`src/rtl/of_sched_pkg.sv`:
```
// Shared types and constants for the OF-stage issue scoreboard.
package of_sched_pkg;

  localparam int NREGS        = 32;
  localparam int REG_W        = 5;
  localparam int MAX_INFLIGHT = 4;
  localparam int INFL_W       = 3;

  typedef enum logic [1:0] {
    ST_RUN    = 2'd0,
    ST_DRAIN  = 2'd1,
    ST_HALTED = 2'd2
  } sched_state_t;

  // One-hot decode of a register number into a NREGS-wide bitmap.
  function automatic logic [NREGS-1:0] reg_onehot(input logic [REG_W-1:0] r);
    logic [NREGS-1:0] one;
    one = {{(NREGS-1){1'b0}}, 1'b1};
    return one << r;
  endfunction

endpackage

```
`src/rtl/sb_hazard_check.sv`:
```
// Combinational RAW/WAW hazard detection against the pending-write bitmap.
// A register being written back this cycle is treated as no longer pending.
module sb_hazard_check
  import of_sched_pkg::*;
(
  input  logic [NREGS-1:0] pend,
  input  logic [NREGS-1:0] wb_dec,
  input  logic [REG_W-1:0] rp1,
  input  logic [REG_W-1:0] rp2,
  input  logic             use1,
  input  logic             use2,
  input  logic             dst_we,
  input  logic [REG_W-1:0] dst,
  output logic             hazard
);

  logic [NREGS-1:0] eff;

  // Pending bits with same-cycle writebacks bypassed, then the three lookups.
  always_comb begin
    eff    = pend & ~wb_dec;
    hazard = (use1 & eff[rp1]) | (use2 & eff[rp2]) | (dst_we & eff[dst]);
  end

endmodule

```
`src/rtl/of_issue_scoreboard.sv`:
```
// Issue scoreboard for the operand-fetch stage: tracks pending register
// writes, produces stall/issue, and sequences a halt through a drain phase.
module of_issue_scoreboard
  import of_sched_pkg::*;
(
  input  logic              clk,
  input  logic              reset,
  input  logic              id_valid,
  input  logic [REG_W-1:0]  rp1,
  input  logic [REG_W-1:0]  rp2,
  input  logic              use1,
  input  logic              use2,
  input  logic              dst_we,
  input  logic [REG_W-1:0]  dst,
  input  logic              stop,
  input  logic              flush,
  input  logic              wb_en,
  input  logic [REG_W-1:0]  wb_port,
  output logic              stall,
  output logic              issue,
  output logic [NREGS-1:0]  pend,
  output logic [INFL_W-1:0] inflight,
  output logic              halted
);

  sched_state_t     state;
  logic [NREGS-1:0] wb_dec;
  logic [NREGS-1:0] set_dec;
  logic             wb_valid;
  logic             full;
  logic             hazard;
  logic             alloc;

  sb_hazard_check u_hazard (
    .pend   (pend),
    .wb_dec (wb_dec),
    .rp1    (rp1),
    .rp2    (rp2),
    .use1   (use1),
    .use2   (use2),
    .dst_we (dst_we),
    .dst    (dst),
    .hazard (hazard)
  );

  // Writeback decode, capacity check and the zero-latency stall/issue decision.
  always_comb begin
    wb_dec   = wb_en ? reg_onehot(wb_port) : '0;
    wb_valid = wb_en & pend[wb_port];
    // A valid writeback this cycle frees a slot, so a full table can still issue.
    full     = (inflight == INFL_W'(MAX_INFLIGHT)) & ~wb_valid;
    stall    = (state == ST_RUN) ? (id_valid & (hazard | full)) : 1'b1;
    issue    = (state == ST_RUN) & id_valid & ~stall & ~flush & ~stop;
    alloc    = issue & dst_we;
    set_dec  = alloc ? reg_onehot(dst) : '0;
  end

  // Pending bitmap and in-flight count; a new issue to a register wins over
  // its simultaneous writeback. Flush deliberately leaves both untouched.
  always_ff @(posedge clk) begin
    if (reset) begin
      pend     <= '0;
      inflight <= '0;
    end else begin
      pend <= (pend & ~(wb_valid ? wb_dec : '0)) | set_dec;
      case ({alloc, wb_valid})
        2'b10:   inflight <= inflight + INFL_W'(1);
        2'b01:   inflight <= inflight - INFL_W'(1);
        default: inflight <= inflight;
      endcase
    end
  end

  // Halt sequencing: a halt in OF drains outstanding writes, then stays halted.
  always_ff @(posedge clk) begin
    if (reset) begin
      state  <= ST_RUN;
      halted <= 1'b0;
    end else begin
      case (state)
        ST_RUN: begin
          if (id_valid & stop & ~flush) state <= ST_DRAIN;
        end
        ST_DRAIN: begin
          if (inflight == '0) begin
            state  <= ST_HALTED;
            halted <= 1'b1;
          end
        end
        ST_HALTED: begin
          state  <= ST_HALTED;
          halted <= 1'b1;
        end
        default: begin
          state  <= ST_RUN;
          halted <= 1'b0;
        end
      endcase
    end
  end

endmodule

```
`config.mk`:
```
export PLATFORM = sky130hd
export DESIGN_NAME = of_issue_scoreboard
export DESIGN_NICKNAME = d
export VERILOG_FILES = /design/src/rtl/of_sched_pkg.sv /design/src/rtl/sb_hazard_check.sv /design/src/rtl/of_issue_scoreboard.sv
export SDC_FILE = /design/constraint.sdc
export NUM_CORES = 1
export LEC_CHECK = 0
export CORE_MARGIN = 5
export CORE_UTILIZATION = 49
export DETAILED_ROUTE_END_ITERATION = 8
export PLACE_DENSITY = 0.75
export SETUP_SLACK_MARGIN = 0.02
export SYNTH_ARGS = -nofsm -noshare
export SYNTH_HDL_FRONTEND = slang
export SYNTH_HIERARCHICAL = 1
export SYNTH_SLANG_ARGS = --single-unit
```
`constraint.sdc`:
```
create_clock -name clk -period 3.7 [get_ports clk]
set_clock_uncertainty 0.15 [all_clocks]
set_input_delay 0.37 -clock clk [delete_from_list [all_inputs] [get_ports clk]]
set_output_delay 0.37 -clock clk [all_outputs]
set_load 0.02 [all_outputs]
```
==> results of run 1 <==
## metrics by stage
step	setup WS, ns	power [uW]	hold WS [ns]
3_3_place_gp	-0.574	675	0.319
5_1_grt	-0.0626	1010	0.379
2_1_floorplan	-0.0489	565	0.310
4_1_cts	0.0349	973	0.349
6_report	0.0600	979	0.342
3_5_place_dp	-0.688	679	0.333
## state kept, by name (all words and copies together) (netlist names)
name,count
halted,1
inflight,3
pend,32
state,2
## kinds of logic (layout without fill, tap and decap cells)
kind of cell | count (synthesis) | after routing | share of synthesized area, %
simple gates | 201 | 201 | 31.2
compound gates | 126 | 126 | 25.4
buf+inv | 47 | 180 | 6.66
flops | 38 | 38 | 20.8
mux | 31 | 31 | 14.0
fa+ha+maj | 4 | 4 | 1.57
xor+xnor | 2 | 2 | 0.478
## repair_timing
item / CTS / global route
gates resized for setup: 42 / 23
pin swaps: 10 / 9
buffers inserted: 3 / 0
endpoints found under the setup margin: 11 / 3
## cell usage after synthesis (4+ instances only)
master	instances	share of area, %
nor4_1	5	0.85
mux2i_1	13	3.6
nor2_1	50	5.1
nand4_1	4	0.68
clkbuf_1	14	1.4
nand2b_1	25	4.3
a21oi_1	9	1.2
nand3b_1	29	5.9
mux4_2	12	7.4
o21ai_0	17	2.3
o41ai_1	12	2.9
nand2_1	33	3.4
buf_2	10	1.4
nand3_1	7	0.96
o31ai_1	21	4.3
o311ai_0	6	1.4
dfxtp_1	38	21
a22oi_1	4	0.82
nor3b_1	5	1.0
nor3_1	4	0.55
nor2b_1	14	2.4
inv_1	13	1.3
o211ai_1	37	7.6
## routing by layer
layer  vias to the layer above  part of all wire (%)
met5                         -                     0
met4                         0                   4.6
met3                        66                   9.8
met2                       310                    48
met1                      2057                    38
li1                       1995                     -
## worst paths after layout
check | depth (start not counted) | slack (ns) | end | from
worst max-delay path | 14 | 0.06 | stall | wb_port[3]
worst min-delay path | 2 | 0.34 | state[1]$_SDFFE_PP0P_ | state[1]$_SDFFE_PP0P_
worst max register to register | 14 | 0.24 | inflight[2]$_SDFFE_PP0P_ | pend[29]$_SDFF_PP0_
worst min register to register | 2 | 0.34 | state[1]$_SDFFE_PP0P_ | state[1]$_SDFFE_PP0P_
## power by group through the flow
stage	sequential (uW)	clock [uW]	combinational [uW]
2_1_floorplan	427	0	138
3_3_place_gp	425	0	250
3_5_place_dp	425	0	254
4_1_cts	416	297	260
5_1_grt	416	311	287
6_report	416	293	270
## area by class of cell
class	count	area, um^2
clock buffer	6	82.6
clock inverter	2	12.5
fill	566	2090
inverter	14	52.6
multi-input combinational	364	2780
sequential	38	761
tap	99	124
timing repair buffer	158	1350
## worst max-delay path, cell delays in order
cell and delay [ns]:
clkdlybuf4s15_2 0.23, buf_6 0.15, nand2b_4 0.09, nor2_1 0.07
nand2b_4 0.14, mux4_2 0.46, or4b_4 0.52, nand4_1 0.11
nor4_1 0.06, nand4b_1 0.21, buf_4 0.16, nand2b_1 0.11
a2bb2oi_2 0.12, dlygate4sd2_1 0.34
==> summary.md, run 1 <==
| Metric | Value |
|---|---|
| Status | `completed` |
| Worst EP required | `3.18 ns` |
| Most frequent cells in the layout | `90 x buf_4, 58 x clkdlybuf4s50_1, 49 x nor2_1` |
| Clk buf depth | `2` |
| Hold bufs inserted after CTS | `0` |
| Layout cells sized above 1 | `27.1%` |
| Slew headroom | `42.0%` |
| Worst IR drop on VDD | `225 uV` |
| Psw | `293 uW` |
| Port bufs | `66` |
| Vert. Die Dim | `96.5 um` |
| Clk network pwr share | `29.9%` |
| Seq pwr share | `42.5%` |
| WP data arrival | `3.12 ns` |
| Number of buffers created by CTS | `5` |
| MaxCap Viol Count | `0` |
| Iteration-0 DRC count of the detailed router | `460` |
| Pwr dens | `189 nW/um^2` |
| Vias | `4428` |
| Gate power share | `27.6%` |
| Grt met3 use | `3.02%` |
| ANT cells | `0` |
| Pint | `686 uW` |
| Gr busiest metal | `met2` |
| CP startpoint kind | `input port` |
| Final hold vios | `0` |
| Pin count of the biggest net entering global routing | `33` |
| Setup Crit Path Kind | `in2out` |
| Drt first pass iters | `5` |
| HP Class | `reg2reg` |
| GR Overflow Total | `0` |
| GP Congestion | `0.952` |
| GRT met1 Usage | `36.5%` |
| Switching share of total power | `29.9%` |
| Commonest non-fill, non-tap cell in the layout | `buf_4` |
| Fmax | `275 MHz` |
| Mapped Nets | `482` |
| Net total in the final layout | `614` |
| TritonCTS clock tree | `built` |
| Yosys cell types | `65` |
| Post-synth ARST share | `0%` |
| Met2 Usage GRT | `50.9%` |
| I/O pin cnt | `67` |
| Tightest Pin Transition | `0.869 ns` |
| Final setup TNS | `0 ns` |
| DP HPWL | `10800 um` |
| CP max FO | `5` |
| Remaining DRCs | `0` |
| Number of flops mapped to enable cells by yosys | `0` |
| Sequential area share after synthesis | `20.8%` |
| Max-slew violations | `0` |
| Clock Sinks | `38` |
| DRT antenna net count | `0` |
| CORE AREA | `7250 um^2` |
| Mapped Cells | `449` |
| Via count of the first global-routing pass | `4158` |
| Final core utilization | `71.2%` |
| Finished Layout Cells | `681` |
| Synthesized area per cell | `8.16 um^2` |
| Flops & latches, synth | `38` |
| Leak | `0.00180 uW` |
| Fin crit share | `98.4%` |
| Total GRT Usage | `29.2%` |
| Clock transition at path regs | `0.07 ns` |
| RSZ-0062 raised after global routing | `true` |
| Placed cell area | `4950 um^2` |
| First-pass GRT wire length | `20900 um` |
| Drt via density | `6.50` |
| Synth warnings | `6` |
| Wire per inst | `20.2 um` |
| Worst-Skew Late Latency | `0.29 ns` |
| Starting Density | `50.5%` |
| Die width | `96.5 um` |
| Cell row count | `31` |
| Post-synth top flop | `dfxtp_1` |
| Cells after DPL | `670` |
| H-tree depth | `2` |
| Synthesized cell area | `3660 um^2` |
| Clock root buffer master | `clkbuf_8` |
| Fin crit period | `3.64 ns` |
| Setup Viol. Count Final | `0` |
| Die ar. | `9300 um^2` |
| Area Overhead vs Synth | `41.0%` |
| Detailed Route WL | `13800 um` |
| Antenna violations before repair | `0` |
| Design area | `5160 um^2` |
| Critical path capture point type | `output pin` |
(Power assumes the default switching activity.)
==> run 2: changes to the inputs <==
--- a/config.mk
+++ b/config.mk
@@ -6,10 +6,11 @@
 export NUM_CORES = 1
 export LEC_CHECK = 0
 export CORE_MARGIN = 5
-export CORE_UTILIZATION = 49
+export CORE_UTILIZATION = 59
 export DETAILED_ROUTE_END_ITERATION = 8
-export PLACE_DENSITY = 0.75
-export SETUP_SLACK_MARGIN = 0.02
+export DONT_BUFFER_PORTS = 1
+export PLACE_DENSITY = 0.82
+export SETUP_SLACK_MARGIN = 0.2
 export SYNTH_ARGS = -nofsm -noshare
 export SYNTH_HDL_FRONTEND = slang
 export SYNTH_HIERARCHICAL = 1
==> summary.md, run 2 (synthesis gave the netlist of run 1 again) <==
| Metric | Value |
|---|---|
| Status | `completed` |
| CP max-delay cell | `mux4_2` |
| Fin crit share | `97.6%` |
| Final setup TNS | `0 ns` |
| Worst Setup SP | `wb_port[0]` |
| Cell row count | `28` |
| RSZ-0062 raised after global routing | `true` |
| GR Overflow Total | `0` |
| CORE AREA | `5990 um^2` |
| MaxCap Viol Count | `0` |
| Via count of the first global-routing pass | `3816` |
| HP Class | `in2reg` |
| Fmax | `277 MHz` |
| Die width | `88.8 um` |
| Setup Viol. Count Final | `0` |
| WP buf/inv | `1` |
| Worst Hold Launch | `dst[4]` |
| Slew headroom | `37.6%` |
| Storage cell area | `763 um^2` |
| Worst hold margin | `0.135 ns` |
| Leak | `0.00141 uW` |
| Iteration-0 DRC count of the detailed router | `367` |
| Max-slew violations | `0` |
| Antenna violations before repair | `0` |
| Vert. Die Dim | `88.8 um` |
| Clock transition at path regs | `0.08 ns` |
| Fin crit period | `3.61 ns` |
| Area of the multi-input gates | `2800 um^2` |
| Commonest non-fill, non-tap cell in the layout | `buf_4` |
| First-pass GRT wire length | `20100 um` |
| H-tree depth | `2` |
| Net total in the final layout | `515` |
| Max reg flops | `32` |
| Top reg by flops | `pend` |
| Biggest regs | `pend x32, inflight x3, state x2` |
| Drt via density | `7.33` |
| Cell mode on critical path | `mux4_2` |
| Layout cells sized above 1 | `25.3%` |
| Remaining DRCs | `0` |
| Pin count of the biggest net entering global routing | `35` |
| Port bufs | `0` |
| WP data arrival | `3.69 ns` |
| Tightest Pin Transition | `0.935 ns` |
| Wire per inst | `23.9 um` |
| Worst EP required | `3.78 ns` |
| Vias | `4089` |
| Drt first pass iters | `5` |
| Reg2reg setup slack | `0.14 ns` |
| TritonCTS clock tree | `built` |
| DP HPWL | `10000 um` |
| GP Congestion | `1.02` |
| Total GRT Usage | `33.1%` |
| I/O pin cnt | `67` |
| Area Overhead vs Synth | `16.2%` |
| Max incr delay on CP | `0.50 ns` |
| CP startpoint kind | `input port` |
| Most frequent cells in the layout | `56 x buf_4, 47 x nor2_1, 37 x o211ai_1` |
| ANT cells | `0` |
| Critical path capture point type | `register` |
| Family with the most delay on the worst path | `simple AND/OR/NAND/NOR gates` |
| Die ar. | `7880 um^2` |
| Clk buf depth | `2` |
| Clock root buffer master | `clkbuf_8` |
| Starting Density | `61.1%` |
| R2R Path Start | `pend[6]$_SDFF_PP0_` |
| Setup Crit Path Kind | `in2reg` |
| Pwr dens | `206 nW/um^2` |
| CP max FO | `17` |
| Fillers | `476` |
| Worst-Skew Late Latency | `0.29 ns` |
| Clock Sinks | `38` |
| Final hold vios | `0` |
| DRT antenna net count | `0` |
| Detailed Route WL | `13300 um` |
| CP cell instances | `and2_4 -> nand2_4 -> nor2_1 -> nand2b_4 -> mux4_2 -> mux4_2 -> nor3b_2 -> nand4b_1 -> nor2b_2 -> nand3b_1 -> ha_2 -> inv_2 -> fa_2 -> xor2_2 -> or3_4 -> a21oi_2` |
| Number of buffers created by CTS | `5` |
| Worst IR drop on VDD | `243 uV` |
| Final core utilization | `71.1%` |
==> run 2: cell types whose count changed in the layout (fill, tap and decap cells not counted), moves of 3 or more <==
cell,previous run,this run
buf_2,3,0
clkdlybuf4s50_1,58,0
o21ai_0,17,14
buf_4,90,56
o21ai_1,1,4
==> run 2: worst register-to-register path, cell delays in order (launching register included) <==
cell      delay, ns
dfxtp_1        0.42
nand2b_4       0.07
mux4_2         0.49
mux4_2         0.48
nor3b_2        0.20
nand4b_1       0.22
nor2b_2        0.08
nand3b_1       0.10
ha_2           0.20
inv_2          0.04
fa_2           0.35
xor2_2         0.19
or3_4          0.37
a21oi_2        0.15
==> run 2: final timing paths <==
check,endpoint,cells past startpoint
setup / recovery,inflight[2]$_SDFFE_PP0P_,16
hold / removal,pend[12]$_SDFF_PP0_,3
setup reg to reg,inflight[2]$_SDFFE_PP0P_,13
hold reg to reg,state[1]$_SDFFE_PP0P_,2
==> run 2: power by group <==
part | switching (uW) | internal, uW | leakage (uW)
clock network | 148 | 151 | 0.0000482
logic | 87.2 | 71.3 | 0.00106
registers | 5.62 | 412 | 0.000307
==> run 2: what timing repair did <==
item / CTS / global route
hold buffers: 1 / 0
gates cloned: 0 / 0
endpoints found under the hold margin: 6 / 0
setup buffers: 1 / 2
setup endpoints to repair: 6 / 16
pin swaps: 0 / 12
gates resized for setup: 5 / 37
==> run 2: metal layers <==
metal	part of all wire, %	up-vias	GRT usage, %
met4	4.6	0	14.8
met1	39	1920	43.4
met5	0	-	0
li1	-	1799	-
met2	46	303	53.4
met3	11	67	5.68
==> run 2: through the flow <==
stage               cell area (um^2)  cells  setup slack, ns  power, uW
detailed placement              4000    546           -0.169        566
finish                          4260    558           0.0893        875
global route                    4260    558         -0.00154        906
CTS                             4120    556            0.210        861
global placement                4000    546           -0.143        564
floorplan                       3730    449          -0.0420        566
==> run 2: area by class of cell <==
type / count / share of cell area (%)
Inverter: 14 / 1.23
Multi-Input combinational cell: 364 / 65.8
Tap cell: 75 / 2.20
Timing Repair Buffer: 59 / 10.6
Sequential cell: 38 / 17.9
Clock inverter: 1 / 0.118
Clock buffer: 7 / 2.03
==> run 3: changes to the inputs <==
--- a/config.mk
+++ b/config.mk
@@ -6,10 +6,10 @@
 export NUM_CORES = 1
 export LEC_CHECK = 0
 export CORE_MARGIN = 5
-export CORE_UTILIZATION = 59
+export CORE_UTILIZATION = 50
 export DETAILED_ROUTE_END_ITERATION = 8
 export DONT_BUFFER_PORTS = 1
-export PLACE_DENSITY = 0.82
+export PLACE_DENSITY = 0.68
 export SETUP_SLACK_MARGIN = 0.2
 export SYNTH_ARGS = -nofsm -noshare
 export SYNTH_HDL_FRONTEND = slang
==> summary.md, run 3 (synthesis gave the netlist of run 1 again) <==
| Metric | Value |
|---|---|
| Area Overhead vs Synth | `17.6%` |
| Die width | `95.6 um` |
| Fin crit period | `3.51 ns` |
| HP Class | `in2reg` |
| Fin crit share | `95.0%` |
| Cell row count | `31` |
| Pwr dens | `216 nW/um^2` |
| Iteration-0 DRC count of the detailed router | `446` |
| Layout cells sized above 1 | `24.9%` |
| CP startpoint kind | `input port` |
| Worst slack at placement | `-0.179 ns` |
| GP Congestion | `1.05` |
| Antenna violations before repair | `0` |
| Port bufs | `0` |
| Vias | `3977` |
| WP data arrival | `3.60 ns` |
| Max-slew violations | `0` |
| CP max-delay cell | `mux4_2` |
| First-pass GRT wire length | `20200 um` |
| Worst EP required | `3.79 ns` |
| Die ar. | `9140 um^2` |
| Net total in the final layout | `518` |
| Detailed Route WL | `13200 um` |
| Wire per inst | `22.6 um` |
| Pin count of the biggest net entering global routing | `35` |
| Family with the most delay on the worst path | `simple AND/OR/NAND/NOR gates` |
| Starting Density | `51.0%` |
| DRT antenna net count | `0` |
| Final WS setup | `0.185 ns` |
| Worst hold margin | `0.114 ns` |
| Setup Crit Path Kind | `in2reg` |
| Drt first pass iters | `5` |
| Slew headroom | `39.0%` |
| Max incr delay on CP | `0.49 ns` |
| Clock transition at path regs | `0.08 ns` |
| DP HPWL | `10200 um` |
| Remaining DRCs | `0` |
| Clk buf depth | `2` |
| Status | `completed` |
| Wire length on met3 | `1290 um` |
| Most frequent cells in the layout | `60 x buf_4, 46 x nor2_1, 37 x o211ai_1, 37 x dfxtp_1, 29 x nand3b_1` |
| Worst-Skew Late Latency | `0.30 ns` |
| Critical path capture point type | `register` |
| Drt via density | `6.80` |
| Worst IR drop on VDD | `231 uV` |
| Max reg flops | `32` |
| Top sig layer | `met4` |
| Top reg by flops | `pend` |
| WL met1 | `5410 um` |
| Fmax | `285 MHz` |
| CP cell instances | `and2_4 -> nand2_4 -> nor2_2 -> nand2b_4 -> mux4_2 -> mux4_2 -> nor3b_2 -> nand4b_1 -> nor2b_2 -> nand3b_1 -> ha_2 -> inv_2 -> fa_2 -> xor2_1 -> or3_1 -> a21oi_2` |
| Cell mode on critical path | `mux4_2` |
| Met2 WL | `6160 um` |
| CORE AREA | `7180 um^2` |
| Clock root buffer master | `clkbuf_8` |
| TritonCTS clock tree | `built` |
| Vert. Die Dim | `95.6 um` |
| RSZ-0062 raised after global routing | `true` |
| Leak | `0.00142 uW` |
| MaxCap Viol Count | `0` |
| H-tree depth | `2` |
| Number of buffers created by CTS | `5` |
| CP max FO | `17` |
| Clock Sinks | `38` |
| Setup Viol. Count Final | `0` |
| ANT cells | `0` |
| Commonest non-fill, non-tap cell in the layout | `buf_4` |
| WP buf/inv | `1` |
| Biggest regs | `pend x32, inflight x3, state x2` |
| I/O pin cnt | `67` |
| GR Overflow Total | `0` |
| Final hold vios | `0` |
| Final setup TNS | `0 ns` |
| Total GRT Usage | `28.6%` |
| Tightest Pin Transition | `0.914 ns` |
| Via count of the first global-routing pass | `3770` |
## run 3: tightest hold or removal path: stages
cell     delay, ns
nor3b_1       0.04
nand2_1       0.05
o21ai_0       0.06
## run 3: area by class of cell
type | count | area, um^2
flip-flops and latches | 38 | 762
fillers | 649 | 2870
multi-input cells | 364 | 2790
clock buffers | 7 | 76.3
inverters | 14 | 52.6
well taps | 99 | 124
repair buffers | 62 | 472
clock inverters | 1 | 30.0
## run 3: report_power, final
part           internal, uW  switching (uW)  leakage (uW)
combinational          72.8            87.5       0.00106
sequential              412            5.64      0.000307
clock                   202             149     0.0000524
total                   687             243       0.00142
## run 3: metrics by stage
stage | instances | area [um^2] | util (%) | total power (uW)
2_1_floorplan | 449 | 3730 | - | 566
3_3_place_gp | 569 | 4020 | 56.0 | 566
3_5_place_dp | 569 | 4020 | 56.0 | 568
4_1_cts | 579 | 4150 | 57.9 | 920
5_1_grt | 585 | 4310 | 60.0 | 960
6_report | 585 | 4310 | 60.0 | 929
## run 3: per-layer routing
metal  global-route usage [%]  vias up
met2                     45.8      226
met5                        0        -
li1                         -     1799
met4                     9.72        0
met3                     6.24       31
met1                     38.0     1921
## run 3: final timing paths
check                           depth (start not counted)  slack [ns]                       end             startpoint
worst max-delay path                                   16        0.19  inflight[2]$_SDFFE_PP0P_             wb_port[0]
worst min-delay path                                    3        0.11       pend[12]$_SDFF_PP0_                 dst[4]
worst max register to register                         13        0.26  inflight[2]$_SDFFE_PP0P_     pend[7]$_SDFF_PP0_
worst min register to register                          2        0.37     state[1]$_SDFFE_PP0P_  state[1]$_SDFFE_PP0P_
## run 3: what timing repair did
action / CTS / global route
setup endpoints to repair: 1 / 12
hold endpoints to repair: 6 / 0
hold buffers: 1 / 0
buffers inserted: 1 / 6
resized for setup: 4 / 27
pin swaps: 2 / 10
